## src/rtl/mem_arbiter.sv

```systemverilog
// mem_arbiter: two-port arbiter sharing one single-cycle memory between an
// instruction-fetch port (read only) and a data port (read/write).
//
// Each transaction takes IDLE/DONE -> ACCESS -> DONE. The winner's port,
// address, write enable and write data are latched on the grant edge. The
// memory is strobed for exactly one cycle in ACCESS. The served port is
// acked in DONE, where the other port may already be granted. This gives
// one transaction per two cycles back to back.
//
// Build option: MEM_ARB_RR_EN
//   Defined:   round-robin between the two ports when both are eligible.
//   Undefined: the data port always beats the instruction port.
//
// Ports:
//   clk, reset        clock and asynchronous active-low reset
//   i_req, i_addr     instruction read request and address
//   i_rdata, i_ack    instruction read data and completion pulse
//   d_req, d_we       data request and write enable
//   d_addr, d_wdata   data request address and write data
//   d_rdata, d_ack    data read data and completion pulse
//   mem_addr          shared memory address
//   mem_wdata         shared memory write data
//   mem_rdata         memory read data, valid one cycle after mem_oe
//   mem_st, mem_oe    memory store strobe and output enable
module mem_arbiter #(
  parameter int ADDR_W = 16,
  parameter int DATA_W = 16
) (
  input  logic              clk,
  input  logic              reset,
  input  logic              i_req,
  input  logic [ADDR_W-1:0] i_addr,
  output logic [DATA_W-1:0] i_rdata,
  output logic              i_ack,
  input  logic              d_req,
  input  logic              d_we,
  input  logic [ADDR_W-1:0] d_addr,
  input  logic [DATA_W-1:0] d_wdata,
  output logic [DATA_W-1:0] d_rdata,
  output logic              d_ack,
  output logic [ADDR_W-1:0] mem_addr,
  output logic [DATA_W-1:0] mem_wdata,
  input  logic [DATA_W-1:0] mem_rdata,
  output logic              mem_st,
  output logic              mem_oe
);

  typedef enum logic [1:0] {IDLE, ACCESS, DONE} state_t;

  state_t            state_q, state_d;
  logic              port_q, port_d;          // 1 = data port, 0 = instruction port
  logic              we_q, we_d;
  logic [ADDR_W-1:0] mem_addr_q, mem_addr_d;  // doubles as the latched address
  logic [DATA_W-1:0] mem_wdata_q, mem_wdata_d;
  logic [DATA_W-1:0] i_rdata_q, i_rdata_d;
  logic [DATA_W-1:0] d_rdata_q, d_rdata_d;
`ifdef MEM_ARB_RR_EN
  logic              last_q, last_d;          // 1 = data port was granted last
`endif

  logic elig_i;
  logic elig_d;
  logic grant_d;

  // A port being acked this cycle cannot be granted again in the same cycle.
  assign elig_i = i_req && !(state_q == DONE && !port_q);
  assign elig_d = d_req && !(state_q == DONE && port_q);

`ifdef MEM_ARB_RR_EN
  assign grant_d = elig_d && (!elig_i || !last_q);
`else
  assign grant_d = elig_d;
`endif

  always_ff @(posedge clk or negedge reset) begin
    if (!reset) begin
      state_q     <= IDLE;
      port_q      <= 1'b0;
      we_q        <= 1'b0;
      mem_addr_q  <= '0;
      mem_wdata_q <= '0;
      i_rdata_q   <= '0;
      d_rdata_q   <= '0;
`ifdef MEM_ARB_RR_EN
      last_q      <= 1'b0;
`endif
    end else begin
      state_q     <= state_d;
      port_q      <= port_d;
      we_q        <= we_d;
      mem_addr_q  <= mem_addr_d;
      mem_wdata_q <= mem_wdata_d;
      i_rdata_q   <= i_rdata_d;
      d_rdata_q   <= d_rdata_d;
`ifdef MEM_ARB_RR_EN
      last_q      <= last_d;
`endif
    end
  end

  always_comb begin
    state_d     = state_q;
    port_d      = port_q;
    we_d        = we_q;
    mem_addr_d  = mem_addr_q;
    mem_wdata_d = mem_wdata_q;
    i_rdata_d   = i_rdata_q;
    d_rdata_d   = d_rdata_q;
`ifdef MEM_ARB_RR_EN
    last_d      = last_q;
`endif
    mem_oe      = 1'b0;
    mem_st      = 1'b0;
    i_ack       = 1'b0;
    d_ack       = 1'b0;

    case (state_q)
      ACCESS: begin
        mem_oe  = !we_q;
        mem_st  = we_q;
        state_d = DONE;
      end
      IDLE, DONE: begin
        if (state_q == DONE) begin
          i_ack = !port_q;
          d_ack = port_q;
          if (!we_q) begin
            if (port_q) d_rdata_d = mem_rdata;
            else        i_rdata_d = mem_rdata;
          end
        end
        if (elig_i || elig_d) begin
          state_d    = ACCESS;
          port_d     = grant_d;
          we_d       = grant_d && d_we;
          mem_addr_d = grant_d ? d_addr : i_addr;
          // Write data is only replaced by a write so it holds across reads.
          if (grant_d && d_we) mem_wdata_d = d_wdata;
`ifdef MEM_ARB_RR_EN
          last_d     = grant_d;
`endif
        end else begin
          state_d = IDLE;
        end
      end
      default: state_d = IDLE;
    endcase
  end

  assign mem_addr  = mem_addr_q;
  assign mem_wdata = mem_wdata_q;

  // Read data is returned straight from memory in the ack cycle and is held
  // by the port register afterwards.
  assign i_rdata = i_ack ? mem_rdata : i_rdata_q;
  assign d_rdata = (d_ack && !we_q) ? mem_rdata : d_rdata_q;

endmodule

```

## config.mk

```make
export PLATFORM = sky130hd
export DESIGN_NAME = mem_arbiter
export DESIGN_NICKNAME = d
export VERILOG_FILES = /design/src/rtl/mem_arbiter.sv
export SDC_FILE = /design/constraint.sdc
export NUM_CORES = 1
export LEC_CHECK = 0
export CAP_MARGIN = 20
export CORE_ASPECT_RATIO = 0.6
export CORE_MARGIN = 2
export CORE_UTILIZATION = 42
export CTS_CLUSTER_SIZE = 16
export DETAILED_ROUTE_END_ITERATION = 16
export GPL_TIMING_DRIVEN = 0
export PLACE_DENSITY = 0.8
export SETUP_SLACK_MARGIN = 0.15
export SKIP_CTS_REPAIR_TIMING = 1
export SLEW_MARGIN = 15
export SYNTH_ARGS = -nofsm -noshare
export SYNTH_HDL_FRONTEND = slang
export SYNTH_SLANG_ARGS = --single-unit
export TNS_END_PERCENT = 10
```

## constraint.sdc

```tcl
create_clock -name clk -period 1.94 [get_ports clk]
set_input_delay 0.291 -clock clk [delete_from_list [all_inputs] [get_ports clk]]
set_output_delay 0.291 -clock clk [all_outputs]
set_load 0.01 [all_outputs]
```

==> key figures, run 1 <==
Outcome
  • Status: finished with violations
  • Violated checks: negative setup slack

CTS
  • CTS Sinks: 68
  • CTS buffer count: 9
  • H-tree depth: 3
  • Reg clk slew, reported paths: 0.06 ns
  • Bufs on Longest Clock Path: 2
  • Root Driver: clkbuf_16
  • CTS tree: yes
  • Clk Latency, worst-skew pair: 0.33 ns

Global route
  • Grt ovf: 0
  • First-pass GRT wire length: 12,590 um
  • Largest net degree at the start of global routing: 53
  • Initial antenna violation count: 0
  • Vias in the first global route: 2,479
  • Tot GR Track Use: 20.03%

Layout
  • Final Cell Area: 5314 um2
  • Area Overhead vs Synth: 66.68%
  • Most common cell after layout, fill and taps aside: clkdlybuf4s50_1
  • Nets: 449
  • Commonest cells after routing, fill and taps aside: clkdlybuf4s50_1 (99), mux2_2 (89), dfrtp_1 (66)
  • Share of cells above drive strength 1: 52.47%
  • Diode count: 0
  • Final cell utilization of the core: 72.82%
  • Fillers: 534
  • Post-route insts no fill: 489

Setup path
  • R2R setup slack: 0.09 ns
  • Worst reg2reg path startpoint: port_q
  • Kind of critical path: reg -> out
  • CP max FO: 4
  • Worst setup EP type: primary output
  • CP required: 1.65 ns
  • Critical Path AT: 1.98 ns
  • CP startpoint: port_q
  • CP startpoint kind: flop

Die
  • Die X-Extent: 116.5 um
  • Chip height: 71.49 um
  • Die area: 8326 um2
  • Initial cell density of the core: 43.69%
  • Row cnt: 24
  • IO Count: 137
  • Core Box Area: 7297 um2

Power and ir drop
  • Power Dens Cells: 1643 nW/um2
  • Sequential Power Share: 29.2%
  • Combinational share of power: 50.7%
  • Sw power: 0.002667 W
  • Switching Fraction: 30.55%
  • Clock power share: 20.1%
  • Int Pwr: 0.006063 W
  • VDD IR max: 0.0009309 V
  • Leak: 2.348 nW

Routing
  • Wire per inst: 16.96 um
  • Met3 Routed Length: 856 um
  • Vias: 2,355
  • Final WL: 8295 um
  • Met2 Routed Length: 3776 um
  • Highest metal used: met4
  • Via density: 4.816
  • Drt pass-1 iters: 3
  • WL met1: 3609 um
  • Post-DRT Antenna Nets: 0
  • Initial DRC count: 60
  • DRC: 0

STA
  • RSZ-0062 raised after global routing: true
  • Max Clock Skew: 0.008097 ns
  • Final hold viol count: 0
  • Tmin final: 2.270 ns
  • Slew Viols, Final: 0
  • Final setup TNS: -5.247 ns
  • Worst setup margin: -0.3300 ns
  • Final setup viols: 32
  • Slew headroom: 66.13%
  • Slew @ Worst Pin: 0.5065 ns
  • Final period utilization: 117.0%
  • FMAX: 440.5 MHz

Synthesis
  • Cells after Synth: 210
  • Top cells by area, synth: dfrtp_1 (53%), mux2_2 (36%), mux2_1 (3.9%)
  • Mapped Nets: 279
  • Biggest area consumer among synthesized cells: dfrtp_1
  • Register area share after synthesis: 53.38%
  • Mapped Area: 3188 um2
  • Share of the synthesized area in the top cell type: 53.38%
  • Synth Area per Inst: 15.18 um2
  • Count of cell types in the netlist: 21
  • Yosys warning total: 0
  • Synth Register Bits: 68

Place
  • PortBufs: 136
  • Pre-CTS setup slack: -0.5202 ns
  • DP Area: 4707 um2
  • Cell total after placement: 451
  • GPL Wtd Cong: 0.7246
  • Post-DP HPWL: 5745 um

Job
  • Max cap viols: 0

Hold path
  • Worst hold-check path type: in -> async
[critical path: stages, from the launching register on]
cell and delay (ns):
dfrtp_2 0.44, buf_6 0.14, nor3b_4 0.26, buf_4 0.17, buf_6 0.11, buf_6 0.11, mux2_4 0.30, buf_6 0.12
[cell usage after synthesis]
cell	count
nor3_4	1
nor2_2	1
nor3_2	1
nor3b_4	1
inv_1	1
nand3_1	1
mux2_2	101
nand2b_1	3
a21oi_1	1
mux2_1	11
nand2_2	1
buf_4	1
and2_1	3
nor2_1	2
o21ai_2	1
dfrtp_1	68
nor2b_1	1
o22ai_1	1
buf_6	4
a32o_1	1
buf_2	5
[final timing paths]
check | end | cells past startpoint
max reg2reg | i_rdata_q[8] | 7
max in group asynchronous | port_q | 3
max | i_rdata[9] | 7
min in group clk | i_rdata_q[0] | 1
min | mem_wdata[6] | 2
min reg2reg | i_rdata_q[0] | 1
[kinds of logic after synthesis]
kind of cell,count (synthesis),share of synthesized area (%)
AOI/OAI and AO/OA,4,0.9420
DFF,68,53.38
and+or+nand+nor,15,3.572
buffers and inverters,11,2.551
muxes,112,39.56
[sequential cells by signal, indices dropped and copies added, names as in the netlist]
| name | cells |
|---|---|
| mem_addr | 16 |
| mem_wdata | 16 |
| state_q | 2 |
| d_rdata_q | 16 |
| port_q | 1 |
| we_q | 1 |
| i_rdata_q | 16 |
[cell type report]
type                       instances  area, um2  area share [%]
inverter                           1      3.754         0.07064
multi-input combinational        131       1510           28.42
tap                              104      130.1           2.449
clock buffer                       9      225.2           4.238
buffer                            10      116.4           2.190
clock inverter                     7      98.84           1.860
timing repair buffer             159       1525           28.70
sequential                        68       1704           32.07
[through the flow]
step,hold WS [ns],power (W)
6_report,0.3779,0.008730
2_1_floorplan,-0.004591,0.004531
4_1_cts,-0.1720,0.008448
5_1_grt,0.3846,0.009224
3_5_place_dp,0.1803,0.006637
3_3_place_gp,0.4640,0.006517
[per-layer routing]
layer  up-vias  global-route usage, %
met1      1163                  25.18
li1       1105                      -
met2        80                  30.88
met5         -                      0
met3         7                  10.24
met4         0                  5.159
[power groups by stage]
stage	clock network [W]	registers, W	logic [W]
2_1_floorplan	0	0.00263	0.00191
3_3_place_gp	0	0.00249	0.00403
3_5_place_dp	0	0.00254	0.00410
4_1_cts	0.00179	0.00253	0.00413
5_1_grt	0.00185	0.00265	0.00473
6_report	0.00175	0.00255	0.00443
Power figures use the tool's default switching activity.
==> run 2, diff against run 1 <==
--- a/config.mk
+++ b/config.mk
@@ -8,11 +8,12 @@
 export CAP_MARGIN = 20
 export CORE_ASPECT_RATIO = 0.6
 export CORE_MARGIN = 2
-export CORE_UTILIZATION = 42
+export CORE_UTILIZATION = 55
 export CTS_CLUSTER_SIZE = 16
 export DETAILED_ROUTE_END_ITERATION = 16
+export DONT_BUFFER_PORTS = 1
 export GPL_TIMING_DRIVEN = 0
-export PLACE_DENSITY = 0.8
+export PLACE_DENSITY = 0.7
 export SETUP_SLACK_MARGIN = 0.15
 export SKIP_CTS_REPAIR_TIMING = 1
 export SLEW_MARGIN = 15
==> key figures, run 2 (same netlist as run 1, synthesis figures left out) <==
STA
  • Final hold viol count: 68 (+68)
  • Final setup TNS: -2.465 ns (+2.782 ns)
  • RSZ-0062 raised after global routing: true
  • Worst setup margin: -0.1221 ns (+0.2079 ns)
  • Slew @ Worst Pin: 0.4598 ns (-0.04666 ns)
  • Final setup viols: 32 (unchanged)
  • Final period utilization: 106.3% (-11 points)
  • FMAX: 484.9 MHz (+10%)
  • Slew headroom: 69.25% (+3.1 points)
  • Max Clock Skew: 0.01060 ns (+0.002500 ns)
  • Min Hold Slack: -0.3668 ns (-0.7447 ns)
  • Slew Viols, Final: 0 (unchanged)
  • Tmin final: 2.062 ns (-0.2079 ns)

Routing
  • Via density: 5.684 (+18%)
  • Final WL: 6726 um (-19%)
  • Initial DRC count: 63 (+5.0%)
  • Post-DRT Antenna Nets: 0 (unchanged)
  • Vias: 1,819 (-23%)
  • Drt pass-1 iters: 4 (+1)
  • Wire per inst: 21.02 um (+24%)
  • DRC: 0 (unchanged)

Setup path
  • R2R setup slack: 0.08 ns (about the same)
  • Critical Path, Cell by Cell: buf_6 > nor3b_4 > buf_6 > buf_4 > mux2_2
  • CP startpoint kind: flop
  • CP max FO: 8 (+4)
  • Critical R2R Capture: mem_addr[14]
  • Critical Path AT: 1.77 ns (-0.21 ns)
  • CP startpoint: state_q[0]
  • Slowest stage cell, crit path: dfrtp_1
  • Buf/Inv on CP: 3 (-2)
  • Worst Reg-to-Reg Cells: 6 (-1)
  • CP required: 1.65 ns (about the same)
  • Most frequent CP cell: buf_6
  • Worst setup EP type: primary output
  • Largest stage delay, worst path: 0.37 ns (-0.07 ns)
  • Kind of critical path: reg -> out
  • Worst reg2reg path startpoint: state_q[1]
  • CP delay by family, top: buffers and inverters

Power and ir drop
  • Leak: 1.622 nW (-31%)
  • Power Dens Cells: 1708 nW/um2 (+3.9%)
  • VDD IR max: 0.0008527 V (-8.4%)

Layout
  • Final cell utilization of the core: 67.90% (-4.9 points)
  • Post-route insts no fill: 320 (-35%)
  • Nets: 306 (-32%)
  • Commonest cells after routing, fill and taps aside: mux2_2 (75), dfrtp_1 (67), mux2_4 (27)
  • Most common cell after layout, fill and taps aside: mux2_2
  • Area Overhead vs Synth: 19.19%
  • Fillers: 405 (-24%)
  • Diode count: 0 (unchanged)
  • Share of cells above drive strength 1: 62.92% (+10 points)

Job
  • Max cap viols: 0 (unchanged)

Place
  • PortBufs: 0 (-100%)
  • GPL Wtd Cong: 0.7660 (+5.7%)
  • Cell total after placement: 290 (-36%)
  • Post-DP HPWL: 4526 um (-21%)

CTS
  • H-tree depth: 3 (unchanged)
  • Reg clk slew, reported paths: 0.07 ns (about the same)
  • Clk Latency, worst-skew pair: 0.34 ns (about the same)
  • Bufs on Longest Clock Path: 2 (unchanged)
  • CTS Sinks: 68 (unchanged)
  • CTS buffer count: 9 (unchanged)
  • CTS tree: yes
  • Root Driver: clkbuf_8

Die
  • Die area: 6442 um2 (-23%)
  • Die X-Extent: 102.3 um (-12%)
  • IO Count: 137 (unchanged)
  • Core Box Area: 5597 um2 (-23%)
  • Initial cell density of the core: 56.96% (+13 points)
  • Chip height: 62.98 um (-12%)
  • Row cnt: 21 (-13%)

Outcome
  • Status: finished with violations
  • Violated checks: negative hold slack, negative setup slack

Global route
  • Vias in the first global route: 1,927 (-22%)
  • Largest net degree at the start of global routing: 69 (+30%)
  • First-pass GRT wire length: 9756 um (-23%)
  • Initial antenna violation count: 0 (unchanged)
  • Grt ovf: 0 (unchanged)
  • Tot GR Track Use: 20.47% (+0.45 points)

Hold path
  • Worst hold-check path type: in -> async
run 2: cell count changes in the layout (fill, tap and decap cells not counted), moves of 4 or more:
cell | previous run | this run
clkbuf_8 | 0 | 10
clkbuf_16 | 9 | 1
mux2_1 | 0 | 10
buf_6 | 28 | 5
clkbuf_2 | 18 | 0
dlymetal6s2s_1 | 4 | 0
mux2_4 | 23 | 27
mux2_2 | 89 | 75
clkdlybuf4s50_1 | 99 | 0
run 2: where the power goes:
group | switching (W) | internal [W] | leakage (nW)
combinational | 0.00110 | 0.00163 | 0.738
clock | 0.000507 | 0.000481 | 0.0762
sequential | 0.000630 | 0.00215 | 0.808
run 2: cell type report:
type / count / area (um2) / share of cell area, %
Buffer: 10 / 135.1 / 3.556
Clock buffer: 10 / 137.6 / 3.622
Clock inverter: 4 / 27.53 / 0.7244
Inverter: 1 / 3.754 / 0.09878
Multi-Input combinational cell: 131 / 1531 / 40.30
Sequential cell: 68 / 1703 / 44.81
Tap cell: 80 / 100.1 / 2.634
Timing Repair Buffer: 16 / 161.4 / 4.248
run 2: worst max path at each step:
stage,to,slack (ns),cells after the start
final,i_rdata[0],-0.12,5
after CTS,i_rdata[14],-0.44,4
after global placement,i_rdata[11],-0.01,4
after floorplan,i_rdata[10],0.21,4
after global routing,i_rdata[0],-0.19,5
after detailed placement,i_rdata_q[7],-0.08,6
run 2: metrics by stage:
| step | power (W) | area (um2) | setup slack (ns) |
|---|---|---|---|
| 2_1_floorplan | 0.004531 | 3191 | 0.2057 |
| 3_3_place_gp | 0.004850 | 3291 | -0.01053 |
| 3_5_place_dp | 0.004976 | 3291 | -0.08049 |
| 4_1_cts | 0.005986 | 3456 | -0.4370 |
| 5_1_grt | 0.006878 | 3800 | -0.1903 |
| 6_report | 0.006489 | 3800 | -0.1221 |
run 2: routing by layer:
metal  routed length (um)  global-route usage, %  up-vias
li1                     -                      -      806
met1                 2881                  24.49      926
met2                 3167                  32.40       77
met3                  586                  9.620       10
met4                   91                  7.333        0
met5                    0                      0        -
==> run 3, diff against run 2 <==
--- a/config.mk
+++ b/config.mk
@@ -13,7 +13,7 @@
 export DETAILED_ROUTE_END_ITERATION = 16
 export DONT_BUFFER_PORTS = 1
 export GPL_TIMING_DRIVEN = 0
-export PLACE_DENSITY = 0.7
+export PLACE_DENSITY = 0.73
 export SETUP_SLACK_MARGIN = 0.15
 export SKIP_CTS_REPAIR_TIMING = 1
 export SLEW_MARGIN = 15
==> constraint.sdc (replaced) <==
create_clock -name clk -period 1.8 [get_ports clk]
set_input_delay 0.27 -clock clk [delete_from_list [all_inputs] [get_ports clk]]
set_output_delay 0.27 -clock clk [all_outputs]
set_load 0.01 [all_outputs]
==> key figures, run 3 (same netlist as run 1, synthesis figures left out) <==
Routing
  • DRC: 0 (unchanged)
  • Final WL: 6302 um (-6.3%)
  • Via density: 5.737 (+0.93%)
  • Wire per inst: 19.94 um (-5.1%)
  • Drt pass-1 iters: 4 (unchanged)
  • Vias: 1,813 (-0.33%)
  • Post-DRT Antenna Nets: 0 (unchanged)
  • Initial DRC count: 56 (-11%)

STA
  • Max Clock Skew: 0.004458 ns (-0.006139 ns)
  • Final setup viols: 51 (+59%)
  • Final period utilization: 114.6%
  • Slew Viols, Final: 0 (unchanged)
  • RSZ-0062 raised after global routing: true
  • Final hold viol count: 68 (unchanged)
  • Worst setup margin: -0.2619 ns (-0.1398 ns)
  • Tmin final: 2.062 ns
  • Slew @ Worst Pin: 0.4550 ns (-0.004839 ns)
  • Min Hold Slack: -0.3767 ns (-0.009864 ns)
  • Slew headroom: 69.57% (+0.32 points)
  • FMAX: 485.0 MHz

Global route
  • Initial antenna violation count: 0 (unchanged)
  • Tot GR Track Use: 19.99% (-0.49 points)
  • Vias in the first global route: 1,889 (-2.0%)
  • First-pass GRT wire length: 9480 um (-2.8%)
  • Largest net degree at the start of global routing: 69 (unchanged)
  • Grt ovf: 0 (unchanged)

Power and ir drop
  • Combinational share of power: 39.2% (-2.8 points)
  • Leak: 1.516 nW (-6.6%)
  • Switching Fraction: 34.59% (+0.14 points)
  • Sw power: 0.002260 W (+1.1%)
  • Power Dens Cells: 1816 nW/um2 (+6.3%)
  • Clock power share: 15.2% (about the same)
  • Int Pwr: 0.004274 W (+0.49%)
  • Sequential Power Share: 45.6% (+2.8 points)
  • VDD IR max: 0.0009431 V (+11%)

CTS
  • H-tree depth: 3 (unchanged)
  • CTS tree: yes
  • CTS buffer count: 9 (unchanged)
  • CTS Sinks: 68 (unchanged)
  • Bufs on Longest Clock Path: 2 (unchanged)
  • Reg clk slew, reported paths: 0.06 ns (about the same)
  • Root Driver: clkbuf_8
  • Clk Latency, worst-skew pair: 0.34 ns (about the same)

Layout
  • Share of cells above drive strength 1: 60.59% (-2.3 points)
  • FF+latch area: 1703 um2 (unchanged)
  • Area of the multi-input gates: 1434 um2 (-6.4%)
  • Fillers: 420 (+3.7%)
  • Most common cell after layout, fill and taps aside: mux2_2
  • Final cell utilization of the core: 64.30% (-3.6 points)
  • Post-route insts no fill: 316 (-1.3%)
  • Nets: 301 (-1.6%)
  • Area Overhead vs Synth: 12.87%
  • Final Cell Area: 3598 um2 (-5.3%)
  • Commonest cells after routing, fill and taps aside: mux2_2 (97), dfrtp_1 (67), mux2_1 (9), clkbuf_8 (9), buf_4 (9)
  • Diode count: 0 (unchanged)

Setup path
  • CP max FO: 9 (+1)
  • Kind of critical path: reg -> out
  • R2R setup slack: -0.09 ns (-0.17 ns)
  • Critical R2R Capture: mem_wdata[9]
  • Worst setup EP type: primary output
  • CP startpoint kind: flop
  • CP required: 1.53 ns (-0.12 ns)
  • Worst reg2reg path startpoint: port_q
  • Critical Path AT: 1.79 ns (+0.02 ns)
  • CP startpoint: port_q
  • Worst Reg-to-Reg Cells: 5 (-1)

Place
  • Post-DP HPWL: 4560 um (+0.76%)
  • Pre-CTS setup slack: -0.1907 ns (-0.1102 ns)
  • GPL Wtd Cong: 0.7853 (+2.5%)
  • DP Area: 3291 um2 (unchanged)
  • Cell total after placement: 290 (unchanged)
  • PortBufs: 0 (unchanged)

Die
  • Core Box Area: 5597 um2 (unchanged)
  • Die X-Extent: 102.3 um (unchanged)
  • Chip height: 62.98 um (unchanged)
  • IO Count: 137 (unchanged)
  • Die area: 6442 um2 (unchanged)
  • Row cnt: 21 (unchanged)
  • Initial cell density of the core: 56.96% (unchanged)

Outcome
  • Status: finished with violations
  • Violated checks: negative hold slack, negative setup slack

Hold path
  • Worst hold-check path type: in -> async

Job
  • Max cap viols: 0 (unchanged)
-- run 3: cell count changes in the layout (fill, tap and decap cells not counted), sizes merged --
cell / previous run / this run
clkinv: 1 / 3
clkbuf: 11 / 12
clkinvlp: 3 / 0
buf: 25 / 21
-- run 3: metrics by stage --
step | power, W | TNS [ns]
floorplan | 0.004884 | 0
global placement | 0.005236 | -3.783
detailed placement | 0.005360 | -6.425
CTS | 0.006376 | -18.02
global route | 0.006917 | -12.52
finish | 0.006535 | -8.135
-- run 3: worst max-delay path by stage --
stage              endpoint  slack [ns]  depth (start not counted)
6_report         d_rdata[2]       -0.26                          5
5_1_grt          d_rdata[0]       -0.32                          5
4_1_cts         i_rdata[10]       -0.54                          4
3_5_place_dp   i_rdata_q[7]       -0.19                          6
3_3_place_gp   i_rdata_q[9]       -0.16                          6
2_1_floorplan   i_rdata[10]        0.09                          4
-- run 3: critical path, stage by stage, from the launching register on --
cell and delay (ns):
dfrtp_2 0.42, nand2_2 0.13, nor3_4 0.18, buf_4 0.18, buf_6 0.16, mux2_2 0.38
-- run 3: power by group through the flow --
stage | clock network (W) | registers, W | logic (W)
after global placement | 0 | 0.00295 | 0.00229
after CTS | 0.00102 | 0.00297 | 0.00238
after global routing | 0.00110 | 0.00306 | 0.00275
final | 0.000991 | 0.00298 | 0.00256
after floorplan | 0 | 0.00283 | 0.00205
after detailed placement | 0 | 0.00299 | 0.00237
-- run 3: cell type report --
type / count / share of cell area [%]
Multi-Input combinational cell: 131 / 39.85
Buffer: 10 / 3.268
Clock inverter: 3 / 0.4172
Sequential cell: 68 / 47.32
Tap cell: 80 / 2.782
Clock buffer: 12 / 3.755
Timing Repair Buffer: 11 / 2.503
Inverter: 1 / 0.1043
-- run 3: routing by layer --
layer	up-vias	routed length [um]	track usage (%)
met5	-	0	0
met1	937	2553	23.76
li1	796	-	-
met3	9	526	9.060
met4	0	76	7.167
met2	71	3146	32.07
